**src/rtl/fabric_config_ctrl.sv**
```systemverilog
// Serial configuration sequencer: resets the fabric, shifts a CPU-fed bitstream
// MSB-first on a divided programming clock, then pulses the latch strobe.
module fabric_config_ctrl #(
  parameter int CLK_DIV      = 2,
  parameter int RESET_CYCLES = 4,
  parameter int LATCH_CYCLES = 2
) (
  input  logic        clk,
  input  logic        rst,
  input  logic        start,
  input  logic [15:0] total_bits,
  input  logic        wr_valid,
  input  logic [31:0] wr_data,
  output logic        wr_ready,
  output logic        busy,
  output logic        done,
  output logic        underrun,
  output logic        head,
  output logic        programming_clock,
  output logic        set,
  output logic        p_reset
);

  typedef enum logic [2:0] {
    ST_IDLE   = 3'd0,
    ST_FRESET = 3'd1,
    ST_SHIFT  = 3'd2,
    ST_LATCH  = 3'd3,
    ST_DONE   = 3'd4
  } state_t;

  localparam logic [15:0] DIV_LAST = 16'(CLK_DIV);
  localparam logic [15:0] RST_LAST = 16'(RESET_CYCLES);
  localparam logic [15:0] LAT_LAST = 16'(LATCH_CYCLES);

  state_t      state_r, state_s;
  logic [15:0] cnt_r, cnt_s;
  logic [15:0] bits_left_r, bits_left_s;
  logic [31:0] sh_r, sh_s;
  logic [31:0] hold_r, hold_s;
  logic [5:0]  sh_cnt_r, sh_cnt_s;
  logic        hold_empty_r, hold_empty_s;
  logic        stall_r, stall_s;
  logic        head_r, head_s;
  logic        pclk_r, pclk_s;
  logic        set_r, set_s;
  logic        p_reset_r, p_reset_s;
  logic        busy_r, busy_s;
  logic        done_r, done_s;
  logic        underrun_r, underrun_s;
  logic        begin_bit_s;
  logic        clear_s;

  // Next-state, buffering and output-register logic
  always_comb begin
    state_s      = state_r;
    cnt_s        = cnt_r;
    bits_left_s  = bits_left_r;
    sh_s         = sh_r;
    hold_s       = hold_r;
    sh_cnt_s     = sh_cnt_r;
    hold_empty_s = hold_empty_r;
    stall_s      = stall_r;
    head_s       = head_r;
    pclk_s       = pclk_r;
    set_s        = set_r;
    p_reset_s    = p_reset_r;
    busy_s       = busy_r;
    done_s       = 1'b0;
    underrun_s   = underrun_r;
    begin_bit_s  = 1'b0;
    clear_s      = 1'b0;

    // An empty shift register refills one cycle later; reload and write are exclusive
    if ((sh_cnt_r == 6'd0) && !hold_empty_r) begin
      sh_s         = hold_r;
      sh_cnt_s     = 6'd32;
      hold_empty_s = 1'b1;
    end else if (wr_valid && hold_empty_r) begin
      hold_s       = wr_data;
      hold_empty_s = 1'b0;
    end else begin
      hold_s       = hold_r;
    end

    case (state_r)
      ST_IDLE: begin
        if (start) begin
          state_s     = ST_FRESET;
          p_reset_s   = 1'b1;
          cnt_s       = 16'd1;
          bits_left_s = total_bits;
          underrun_s  = 1'b0;
          stall_s     = 1'b0;
          busy_s      = 1'b1;
        end else begin
          state_s     = ST_IDLE;
        end
      end
      ST_FRESET: begin
        if (cnt_r == RST_LAST) begin
          p_reset_s = 1'b0;
          if (bits_left_r == 16'd0) begin
            state_s = ST_LATCH;
            set_s   = 1'b1;
            cnt_s   = 16'd1;
          end else begin
            state_s     = ST_SHIFT;
            begin_bit_s = 1'b1;
          end
        end else begin
          cnt_s = cnt_r + 16'd1;
        end
      end
      ST_SHIFT: begin
        if (stall_r) begin
          begin_bit_s = 1'b1;
        end else if (!pclk_r) begin
          if (cnt_r == DIV_LAST) begin
            pclk_s      = 1'b1;
            cnt_s       = 16'd1;
            bits_left_s = bits_left_r - 16'd1;
          end else begin
            cnt_s = cnt_r + 16'd1;
          end
        end else begin
          if (cnt_r == DIV_LAST) begin
            pclk_s = 1'b0;
            if (bits_left_r == 16'd0) begin
              state_s = ST_LATCH;
              set_s   = 1'b1;
              cnt_s   = 16'd1;
            end else begin
              begin_bit_s = 1'b1;
            end
          end else begin
            cnt_s = cnt_r + 16'd1;
          end
        end
      end
      ST_LATCH: begin
        if (cnt_r == LAT_LAST) begin
          set_s   = 1'b0;
          done_s  = 1'b1;
          state_s = ST_DONE;
          clear_s = 1'b1;
        end else begin
          cnt_s = cnt_r + 16'd1;
        end
      end
      ST_DONE: begin
        state_s = ST_IDLE;
        busy_s  = 1'b0;
        cnt_s   = 16'd0;
      end
      default: begin
        state_s   = ST_IDLE;
        busy_s    = 1'b0;
        pclk_s    = 1'b0;
        set_s     = 1'b0;
        p_reset_s = 1'b0;
      end
    endcase

    // A bit period starts only with data in hand; otherwise the clock idles low
    if (begin_bit_s) begin
      pclk_s = 1'b0;
      if (sh_cnt_r != 6'd0) begin
        head_s   = sh_r[31];
        sh_s     = {sh_r[30:0], 1'b0};
        sh_cnt_s = sh_cnt_r - 6'd1;
        stall_s  = 1'b0;
        cnt_s    = 16'd1;
      end else begin
        stall_s    = 1'b1;
        underrun_s = 1'b1;
      end
    end else begin
      stall_s = stall_s;
    end

    if (clear_s) begin
      sh_s         = 32'd0;
      sh_cnt_s     = 6'd0;
      hold_s       = 32'd0;
      hold_empty_s = 1'b1;
      stall_s      = 1'b0;
    end else begin
      hold_empty_s = hold_empty_s;
    end
  end

  // State and output registers with synchronous active-low reset
  always_ff @(posedge clk) begin
    if (!rst) begin
      state_r      <= ST_IDLE;
      cnt_r        <= 16'd0;
      bits_left_r  <= 16'd0;
      sh_r         <= 32'd0;
      hold_r       <= 32'd0;
      sh_cnt_r     <= 6'd0;
      hold_empty_r <= 1'b1;
      stall_r      <= 1'b0;
      head_r       <= 1'b0;
      pclk_r       <= 1'b0;
      set_r        <= 1'b0;
      p_reset_r    <= 1'b0;
      busy_r       <= 1'b0;
      done_r       <= 1'b0;
      underrun_r   <= 1'b0;
    end else begin
      state_r      <= state_s;
      cnt_r        <= cnt_s;
      bits_left_r  <= bits_left_s;
      sh_r         <= sh_s;
      hold_r       <= hold_s;
      sh_cnt_r     <= sh_cnt_s;
      hold_empty_r <= hold_empty_s;
      stall_r      <= stall_s;
      head_r       <= head_s;
      pclk_r       <= pclk_s;
      set_r        <= set_s;
      p_reset_r    <= p_reset_s;
      busy_r       <= busy_s;
      done_r       <= done_s;
      underrun_r   <= underrun_s;
    end
  end

  assign wr_ready          = hold_empty_r;
  assign busy              = busy_r;
  assign done              = done_r;
  assign underrun          = underrun_r;
  assign head              = head_r;
  assign programming_clock = pclk_r;
  assign set               = set_r;
  assign p_reset           = p_reset_r;

endmodule
```
**config.mk**
```make
export PLATFORM = sky130hd
export DESIGN_NAME = fabric_config_ctrl
export DESIGN_NICKNAME = d
export VERILOG_FILES = /design/src/rtl/fabric_config_ctrl.sv
export SDC_FILE = /design/constraint.sdc
export NUM_CORES = 1
export LEC_CHECK = 0
export ABC_AREA = 1
export CAP_MARGIN = 20
export CORE_MARGIN = 2
export CORE_UTILIZATION = 45
export CTS_CLUSTER_SIZE = 30
export DETAILED_ROUTE_END_ITERATION = 8
export GPL_TIMING_DRIVEN = 0
export PLACE_DENSITY = 0.61
export SLEW_MARGIN = 10
export SYNTH_ARGS = -nofsm -noshare
export SYNTH_HDL_FRONTEND = slang
export SYNTH_SLANG_ARGS = --single-unit
```
**constraint.sdc**
```tcl
create_clock -name clk -period 2.3 [get_ports clk]
set_input_delay 0.345 -clock clk [delete_from_list [all_inputs] [get_ports clk]]
set_output_delay 0.345 -clock clk [all_outputs]
set_load 0.01 [all_outputs]
```
==> results of run 1 <==
==> critical path, cell delays in order, from the launching register on <==
cell      delay (ps)
dfxtp_2          360
inv_1            130
ha_1             160
nand3_1           80
nor2_2           170
nand2_2          170
inv_1            120
nand2_1          150
nand2_2          220
clkbuf_2         240
o21bai_2         150
nor2_1            50
==> cells in the final DEF, fill, tap and decap left out, drive strengths merged <==
master | synthesis | routed
clkinvlp | 0 | 6
o21a | 1 | 1
nand3 | 73 | 73
inv | 73 | 74
a21oi | 76 | 76
clkinv | 2 | 5
a31oi | 3 | 3
o31ai | 1 | 1
clkdlybuf4s50 | 0 | 57
ha | 6 | 6
xnor2 | 3 | 3
clkbuf | 25 | 46
o22ai | 1 | 1
or2 | 1 | 1
nand4 | 14 | 14
nand3b | 1 | 1
bufinv | 0 | 2
buf | 19 | 18
o211ai | 9 | 9
nor3 | 16 | 16
nor3b | 1 | 1
nand2 | 273 | 273
o21bai | 32 | 32
o21ai | 45 | 45
mux2i | 1 | 1
dfxtp | 114 | 114
nor2 | 139 | 139
xor2 | 9 | 9
==> layout make-up <==
| class | instances | area (sq um) | area share (%) |
|---|---|---|---|
| inverter | 75 | 287 | 3.77 |
| multi-input combinational | 705 | 3420 | 45.0 |
| sequential | 114 | 2280 | 30.0 |
| clock buffer | 20 | 457 | 6.01 |
| buffer | 44 | 231 | 3.04 |
| clock inverter | 12 | 133 | 1.74 |
| tap | 176 | 220 | 2.90 |
| timing repair buffer | 57 | 571 | 7.50 |
==> cell usage after synthesis (2+ instances only) <==
cell type  number
nand4_1        13
nand2_4         2
nor2_4          3
nor2_2          6
xnor2_1         3
o211ai_1        9
clkbuf_1       25
dfxtp_1       114
inv_1          66
nand2_1       267
buf_2          11
nand3_2         4
nand3_1        69
nor3_1         16
o21bai_1       12
nor2_1        130
clkinv_1        2
xor2_1          9
buf_4           2
a31oi_1         3
o21bai_2       20
buf_6           5
a21oi_1        76
inv_2           6
o21ai_0        45
nand2_2         4
ha_1            6
==> sequential cells by signal, indices dropped and copies added, names as in the netlist, 3 cells and up <==
signal / cells
cnt_r: 16
state_r: 3
sh_r: 32
hold_r: 32
bits_left_r: 16
sh_cnt_r: 6
==> per-layer routing <==
| metal | part of all wire, % | vias up |
|---|---|---|
| li1 | - | 3198 |
| met1 | 48 | 2612 |
| met2 | 46 | 137 |
| met3 | 4.5 | 19 |
| met4 | 1.6 | 0 |
| met5 | 0 | - |
==> power breakdown <==
group	switching [uW]	internal, uW	total [uW]
registers	216	2220	2440
logic	1700	905	2610
clock network	957	1650	2610
==> kinds of logic (layout without fill, tap and decap cells) <==
family / after synthesis / count (layout) / synth area share (%)
and+or+nand+nor: 518 / 518 / 35.4
AOI/OAI and AO/OA: 168 / 168 / 16.6
buffers and inverters: 119 / 208 / 8.19
DFF: 114 / 114 / 36.8
xor gates and xnor gates: 12 / 12 / 1.70
adders and majority gates: 6 / 6 / 1.21
muxes: 1 / 1 / 0.161
==> stage by stage <==
stage	cells	power (uW)	hold slack (ps)
2_1_floorplan	938	4310	440
3_3_place_gp	1171	5010	449
3_5_place_dp	1171	5010	453
4_1_cts	1203	7640	312
5_1_grt	1203	8180	347
6_report	1203	7650	317
==> how the worst min path moves through the flow <==
stage                                 from                      to  cells after the start  slack (ps)
finish                            wr_valid  hold_r[0]$_SDFFE_PP0P_                      3         320
global route                      wr_valid  hold_r[1]$_SDFFE_PP0P_                      3         350
CTS                               wr_valid  hold_r[1]$_SDFFE_PP0P_                      3         310
detailed placement  hold_r[9]$_SDFFE_PP0P_  hold_r[9]$_SDFFE_PP0P_                      2         450
global placement    hold_r[0]$_SDFFE_PP0P_  hold_r[0]$_SDFFE_PP0P_                      2         450
floorplan           hold_r[0]$_SDFFE_PP0P_  hold_r[0]$_SDFFE_PP0P_                      2         440
==> timing repair <==
item | CTS | global route
gates resized for setup | 0 | 16
setup buffers | 0 | 0
endpoints found under the setup margin | 0 | 51
endpoints found under the hold margin | 0 | 0
==> reports/qor.txt, run 1 <==
Met2 usage: 36.9%
Die Width: 121 microns
Worst-skew pair later-pin latency: 410 ps
Die H: 121 microns
Clk buf depth: 2
Number of clock sinks: 114
Total Nets Final: 1,072
EDFF count, synth: 0
Antenna diode count: 0
Drt pass-1 iters: 4
Core area: 13,300 sq um
Synthesis-stage register bit count: 114
Design area: 7600 sq um
Crit path DAT: 2420 ps
Mapped cell area: 6200 sq um
RePlAce Congestion: 0.889
Synth top area share: 36.8%
Gr ovfl total: 0
Count of unique library cells instantiated by Yosys: 37
Worst r2r path cells: 11
Ports: 60
Slew Limit Fails: 0
Fin crit share: 92.0%
RSZ-0062 raised after global routing: false
DRT iter0 DRCs: 350
Pwr dens: 1010 nW/um^2
Top cell type by total area after synthesis: dfxtp_1
Synth top area cells: dfxtp_1, nand2_1, nor2_1, a21oi_1, nand3_1
Yosys synthesis warning count: 0
CTS tree: done
Startpoint Class: flip-flop
Worst R2R Start: cnt_r[0]$_SDFF_PN0_
Setup slack, reg-to-reg: 180 ps
CP endpoint kind: flip-flop
Syn avg cell area: 6.61 sq um
Final setup margin: 183 ps
Predominant post-synthesis flop cell: dfxtp_1
Die area: 14,700 sq um
Cells after Synth: 938
Max-Slew Margin vs Limit: 54.8%
ANT nets after route: 0
Clock slew at reported path FFs: 50 ps
Port Buffers: 57
DR DRC count: 0
Largest net degree at the start of global routing: 17
First-pass GRT wire length: 26,600 microns
Worst Tran Pin Value: 679 ps
CP Max Fanout: 10
Area grow syn2layout: 22.6%
Initial antenna violation count: 0
Fraction of the yosys area taken by sequential cells: 36.8%
Hold Path Class: input pin to flip-flop
WL/cell: 13.2 microns
Leak Pwr: 0.00332 uW
Placed inst area: 6990 sq um
TritonCTS Buffers: 17
# hold bufs at CTS: 0
Final setup violation count: 0
Asr flop ratio synth: 0%
Final hold vios: 0
VDD IR max: 0.586 mV
Number of global-route vias before repair: 5,534
Routed wire length: 15,800 microns
Status: finished, final reports clean
Grt peak-use layer: met2
Reg-to-Reg End: sh_r[9]$_SDFF_PP0_
CTS Root Cell: clkbuf_16
Max Cap Violations: 0
Fillers: 1,395
Met1 usage: 29.6%
Syn nets: 996
Fmax: 472 MHz
Pre-CTS setup slack: 32.0 ps
H-tree Lvls: 4
CP startpoint: cnt_r[0]$_SDFF_PN0_
Worst EP required: 2610 ps
Vias/cell: 4.96
Met3 Usage GRT: 5.59%
GRT Overall Usage: 22.6%
Share of layout cells above drive strength 1: 10.3%
HPWL after DPL: 11,300 microns
Util after Layout: 57.0%
Starting Density: 46.5%
Setup TNS: 0 ps
Kind of critical path: flip-flop to flip-flop
FP Rows: 42
Layout Skew: 6.20 ps
Min cycle time layout: 2120 ps
Worst setup path endpoint: sh_r[9]$_SDFF_PP0_
Via count: 5,966
No activity file was read; power rests on OpenSTA's default activity.
==> inputs of run 2 (changes only) <==
- CTS_CLUSTER_SIZE: 30 -> unset
- GPL_TIMING_DRIVEN: 0 -> unset
- SLEW_MARGIN: 10 -> 20
==> run 2 against run 1 <==
Compared with the run above:
- sequential share of layout area decreased by 0.29 points
- non-clock buffer count decreased by 12
- final area increased by 0.90%
- fmax increased by 1.8%
- via count increased by 0.85%
- total power increased by 4.0%
- wire length decreased by 0.97%
- core utilization increased by 0.52 points
- critical path depth increased by 1
- largest power group is now clock
- worst hold slack improved by 140 ps
- clock power increased by 9.6%
- register-to-register slack improved by 40 ps
==> reports/qor.txt, run 2 (synthesized netlist as in run 1, its figures left out) <==
Largest net degree at the start of global routing: 73
Min cycle time layout: 2080 ps
WL/cell: 13.2 microns
Port Buffers: 59
Crit path DAT: 2390 ps
Status: finished, final reports clean
Clock slew at reported path FFs: 60 ps
Max-Slew Margin vs Limit: 67.1%
Antenna diode count: 0
Startpoint Class: flip-flop
Biggest regs: hold_r x32, sh_r x32
Core area: 13,300 sq um
Area grow syn2layout: 23.7%
Fin crit share: 90.4%
CTS tree: done
Vias/cell: 5.05
TritonCTS Buffers: 17
HPWL after DPL: 10,800 microns
Hold slack: 462 ps
Fmax: 481 MHz
Most common cell after layout, fill and taps aside: nand2_1
Postcts setup bufs: 0
Slowest CP cell: dfxtp_1
Crit-path max cell delay: 320 ps
Clk buf depth: 2
Die H: 121 microns
GRT Overall Usage: 22.2%
CTS Root Cell: clkbuf_16
Via count: 6,017
Final hold vios: 0
Initial antenna violation count: 0
Layout Skew: 11.0 ps
H-tree Lvls: 4
Crit-path cells: inv_1 > ha_1 > nand2_1 > nor2_2 > nand2_2 > nand2_2 > or2_4 > nand3_2 > nand2_4 > buf_4 > o21bai_2 > nor2_1
Hold Path Class: flip-flop to flip-flop
Starting Density: 46.5%
Pwr dens: 1040 nW/um^2
Commonest non-fill, non-tap cells in the layout: nand2_1, nor2_1, dfxtp_1, a21oi_1, nand3_1
VDD IR max: 0.608 mV
CP Max Fanout: 12
RSZ-0062 raised after global routing: false
Die Width: 121 microns
Register Area: 2280 sq um
Final setup violation count: 0
FP Rows: 42
Most frequent CP cell: nand2_2
Gr ovfl total: 0
Max Cap Violations: 0
Number of global-route vias before repair: 5,448
CP endpoint kind: flip-flop
Worst EP required: 2610 ps
DR DRC count: 0
Drt pass-1 iters: 5
Share of layout cells above drive strength 1: 10.7%
Routed wire length: 15,700 microns
Ports: 60
Die area: 14,700 sq um
Kind of critical path: flip-flop to flip-flop
Slew Limit Fails: 0
ANT nets after route: 0
Number of clock sinks: 114
RePlAce Congestion: 0.922
Multi-input gate area: 3410 sq um
First-pass GRT wire length: 26,200 microns
Leak Pwr: 0.00339 uW
Total Nets Final: 1,060
Fillers: 1,342
Worst Tran Pin Value: 492 ps
Setup TNS: 0 ps
Worst-skew pair later-pin latency: 420 ps
DRT iter0 DRCs: 397
[run 2: changes by cell type in the layout (fill, tap and decap cells not counted), sizes merged, moves of 3 or more]
cell      previous run  this run
buf                 18        30
clkbuf              46        19
clkinvlp             6         0
inv                 74        77
[run 2: worst paths after layout]
path	startpoint	endpoint	slack, ps	depth (start not counted)
worst min-delay path	hold_r[28]$_SDFFE_PP0P_	hold_r[28]$_SDFFE_PP0P_	460	2
worst max-delay path	bits_left_r[0]$_SDFFE_PN0P_	sh_r[11]$_SDFF_PP0_	220	12
worst max register to register	bits_left_r[0]$_SDFFE_PN0P_	sh_r[11]$_SDFF_PP0_	220	12
worst min register to register	hold_r[28]$_SDFFE_PP0P_	hold_r[28]$_SDFFE_PP0P_	460	2
[run 2: per-layer routing]
metal  part of all wire (%)  wire length [microns]  GRT usage, %  up-vias
met4                    1.5                    228          7.04        0
li1                       -                      -             -     3157
met1                     49                   7620          29.5     2665
met5                      0                      0             0        -
met3                    4.6                    716          5.97       25
met2                     45                   7110          35.0      170
[run 2: layout make-up]
| type | instances | area share, % |
|---|---|---|
| Inverter | 75 | 3.73 |
| Tap cell | 176 | 2.87 |
| Sequential cell | 114 | 29.7 |
| Clock inverter | 13 | 2.59 |
| Clock buffer | 19 | 5.77 |
| Multi-Input combinational cell | 705 | 44.4 |
| Timing Repair Buffer | 89 | 10.8 |
[run 2: report_power, final]
| group | internal (uW) | switching [uW] | leakage (uW) |
|---|---|---|---|
| registers | 2220 | 202 | 0.000929 |
| logic | 988 | 1680 | 0.00215 |
| clock network | 1860 | 1000 | 0.000313 |
[run 2: what timing repair did]
action / 4_1_cts / 5_1_grt
hold buffers: 0 / 0
resized for setup: 0 / 2
hold endpoints to repair: 0 / 0
endpoints found under the setup margin: 0 / 19
[run 2: through the flow]
| stage | instances | setup slack (ps) | utilization [%] | cell area [sq um] | total power [uW] |
|---|---|---|---|---|---|
| after floorplan | 938 | 448 | - | 6200 | 4310 |
| after global placement | 1159 | 264 | 52.6 | 7030 | 5120 |
| after detailed placement | 1159 | 200 | 52.6 | 7030 | 5120 |
| after CTS | 1191 | 164 | 57.4 | 7670 | 8000 |
| after global routing | 1191 | 0.0395 | 57.5 | 7670 | 8470 |
| final | 1191 | 221 | 57.5 | 7670 | 7950 |
[run 2: worst max-delay path: cells and delay by family (launching register included)]
kind,cells,cell delay (ps)
adder cells (fa/ha/maj),1,230
flip-flops,1,320
AND/OR/NAND/NOR,8,990
AO/OA/AOI/OAI,1,130
buffers and inverters,2,300
==> inputs of run 3 (changes only) <==
- CELL_PAD_IN_SITES_DETAIL_PLACEMENT: unset -> 1
- CELL_PAD_IN_SITES_GLOBAL_PLACEMENT: unset -> 1
- CORE_UTILIZATION: 45 -> 41
- PLACE_DENSITY: 0.61 -> 0.76
==> run 3 against run 2 <==
Compared with the run above:
- final area is 0.16% lower
- wire length is 22% higher
- global-route usage is 2.3 points higher
==> reports/qor.txt, run 3 (synthesized netlist as in run 1, its figures left out) <==
Port Buffers: 59
Max Cap Violations: 0
H-tree Lvls: 4
Fmax: 463 MHz
Gr ovfl total: 0
CP Max Fanout: 21
# hold bufs at CTS: 0
Kind of critical path: flip-flop to flip-flop
Initial antenna violation count: 0
Antenna diode count: 0
Setup TNS: 0 ps
Slew Limit Fails: 0
First-pass GRT wire length: 32,100 microns
Most common cell after layout, fill and taps aside: nand2_1
Setup slack, reg-to-reg: 140 ps
CTS tree: done
Biggest regs: hold_r x32, sh_r x32
Vias/cell: 5.32
Clk buf depth: 2
Ports: 60
Number of global-route vias before repair: 6,667
Leak Pwr: 0.00337 uW
Number of clock sinks: 114
Die area: 16,100 sq um
Util after Layout: 52.3%
Largest net degree at the start of global routing: 73
Fin crit share: 93.8%
Drt pass-1 iters: 4
Worst-skew pair later-pin latency: 420 ps
Max-Slew Margin vs Limit: 69.8%
Routed wire length: 19,100 microns
Layout Skew: 9.11 ps
CP endpoint kind: flip-flop
Worst Tran Pin Value: 452 ps
Hold Path Class: flip-flop to flip-flop
Share of layout cells above drive strength 1: 10.5%
Worst R2R Start: bits_left_r[0]$_SDFFE_PN0P_
Status: finished, final reports clean
GRT Overall Usage: 24.5%
Pwr dens: 1050 nW/um^2
HPWL after DPL: 13,400 microns
RePlAce Congestion: 0.880
Hold path startpoint: hold_r[29]$_SDFFE_PP0P_
Core area: 14,600 sq um
Hold depth: 2
Startpoint Class: flip-flop
FP Rows: 44
Area grow syn2layout: 23.5%
Worst EP required: 2640 ps
Final hold vios: 0
CTS Root Cell: clkbuf_16
Total Nets Final: 1,056
Final setup violation count: 0
Reg-to-Reg End: sh_r[6]$_SDFF_PP0_
Clock slew at reported path FFs: 60 ps
Die Width: 127 microns
DR DRC count: 0
Starting Density: 42.3%
RSZ-0062 raised after global routing: false
ANT nets after route: 0
Hold Path End: hold_r[29]$_SDFFE_PP0P_
CP startpoint: bits_left_r[0]$_SDFFE_PN0P_
Postcts setup bufs: 0
TritonCTS Buffers: 17
Via count: 6,363
DRT iter0 DRCs: 353
Min cycle time layout: 2160 ps
Worst r2r path cells: 12
WL/cell: 16.0 microns
VDD IR max: 0.580 mV
PostCTS Resize Cnt: 0
Commonest non-fill, non-tap cells in the layout: nand2_1, nor2_1, dfxtp_1, a21oi_1, nand3_1
Crit path DAT: 2500 ps
Die H: 127 microns
==> run 3: cell types whose count changed in the layout (fill, tap and decap cells not counted), moves of 2 or more <==
cell	change
buf_4	-5
clkinvlp_4	+2
clkbuf_8	+5
inv_6	-2
clkinv_4	-2
bufinv_16	-2
==> run 3: worst max path at each step <==
| stage | cells past startpoint | end | slack, ps |
|---|---|---|---|
| 3_3_place_gp | 12 | sh_r[3]$_SDFF_PP0_ | 250 |
| 5_1_grt | 12 | head$_SDFFE_PN0P_ | 3 |
| 2_1_floorplan | 13 | sh_r[13]$_SDFF_PP0_ | 450 |
| 6_report | 12 | sh_r[6]$_SDFF_PP0_ | 140 |
| 4_1_cts | 12 | sh_r[1]$_SDFF_PP0_ | 30 |
| 3_5_place_dp | 12 | sh_r[4]$_SDFF_PP0_ | 90 |
==> run 3: layer usage <==
metal / vias to the layer above / GRT usage, % / share of wire (%)
li1: 3153 / - / -
met1: 3084 / 28.7 / 43
met2: 107 / 45.4 / 52
met3: 19 / 4.31 / 3.0
met4: 0 / 7.95 / 1.4
met5: - / 0 / 0
==> run 3: stage by stage <==
stage | total power, uW | worst slack (ps) | hold WS [ps] | cells | cell area [sq um]
final | 8040 | 141 | 464 | 1195 | 7660
after CTS | 8060 | 27.8 | 465 | 1195 | 7640
after global placement | 5100 | 247 | 452 | 1163 | 7020
after floorplan | 4310 | 448 | 440 | 938 | 6200
after detailed placement | 5220 | 85.9 | 455 | 1163 | 7020
after global routing | 8540 | 2.91 | 488 | 1195 | 7660
==> run 3: power breakdown <==
part,internal (uW),leakage (uW),switching (uW),total (uW)
Sequential,2220,0.000929,219,2440
Combinational,969,0.00214,1840,2810
Clock,1780,0.000303,1010,2790
==> run 3: layout make-up <==
class / count / area, sq um
inverter: 75 / 288
sequential: 114 / 2280
fill: 1908 / 6980
timing repair buffer: 85 / 818
multi-input combinational: 705 / 3420
clock buffer: 23 / 508
tap: 184 / 230
clock inverter: 9 / 119
==> run 3: worst max-delay path: stages (launching register included) <==
cell      delay, ps
dfxtp_1         310
inv_1           120
ha_1            210
nand2_1         130
nor2_2          220
nand2_2         130
nand2_2         100
or2_4           130
nand3_2          90
nand2_4         180
buf_8           240
o21bai_2         80
nor2_1          130
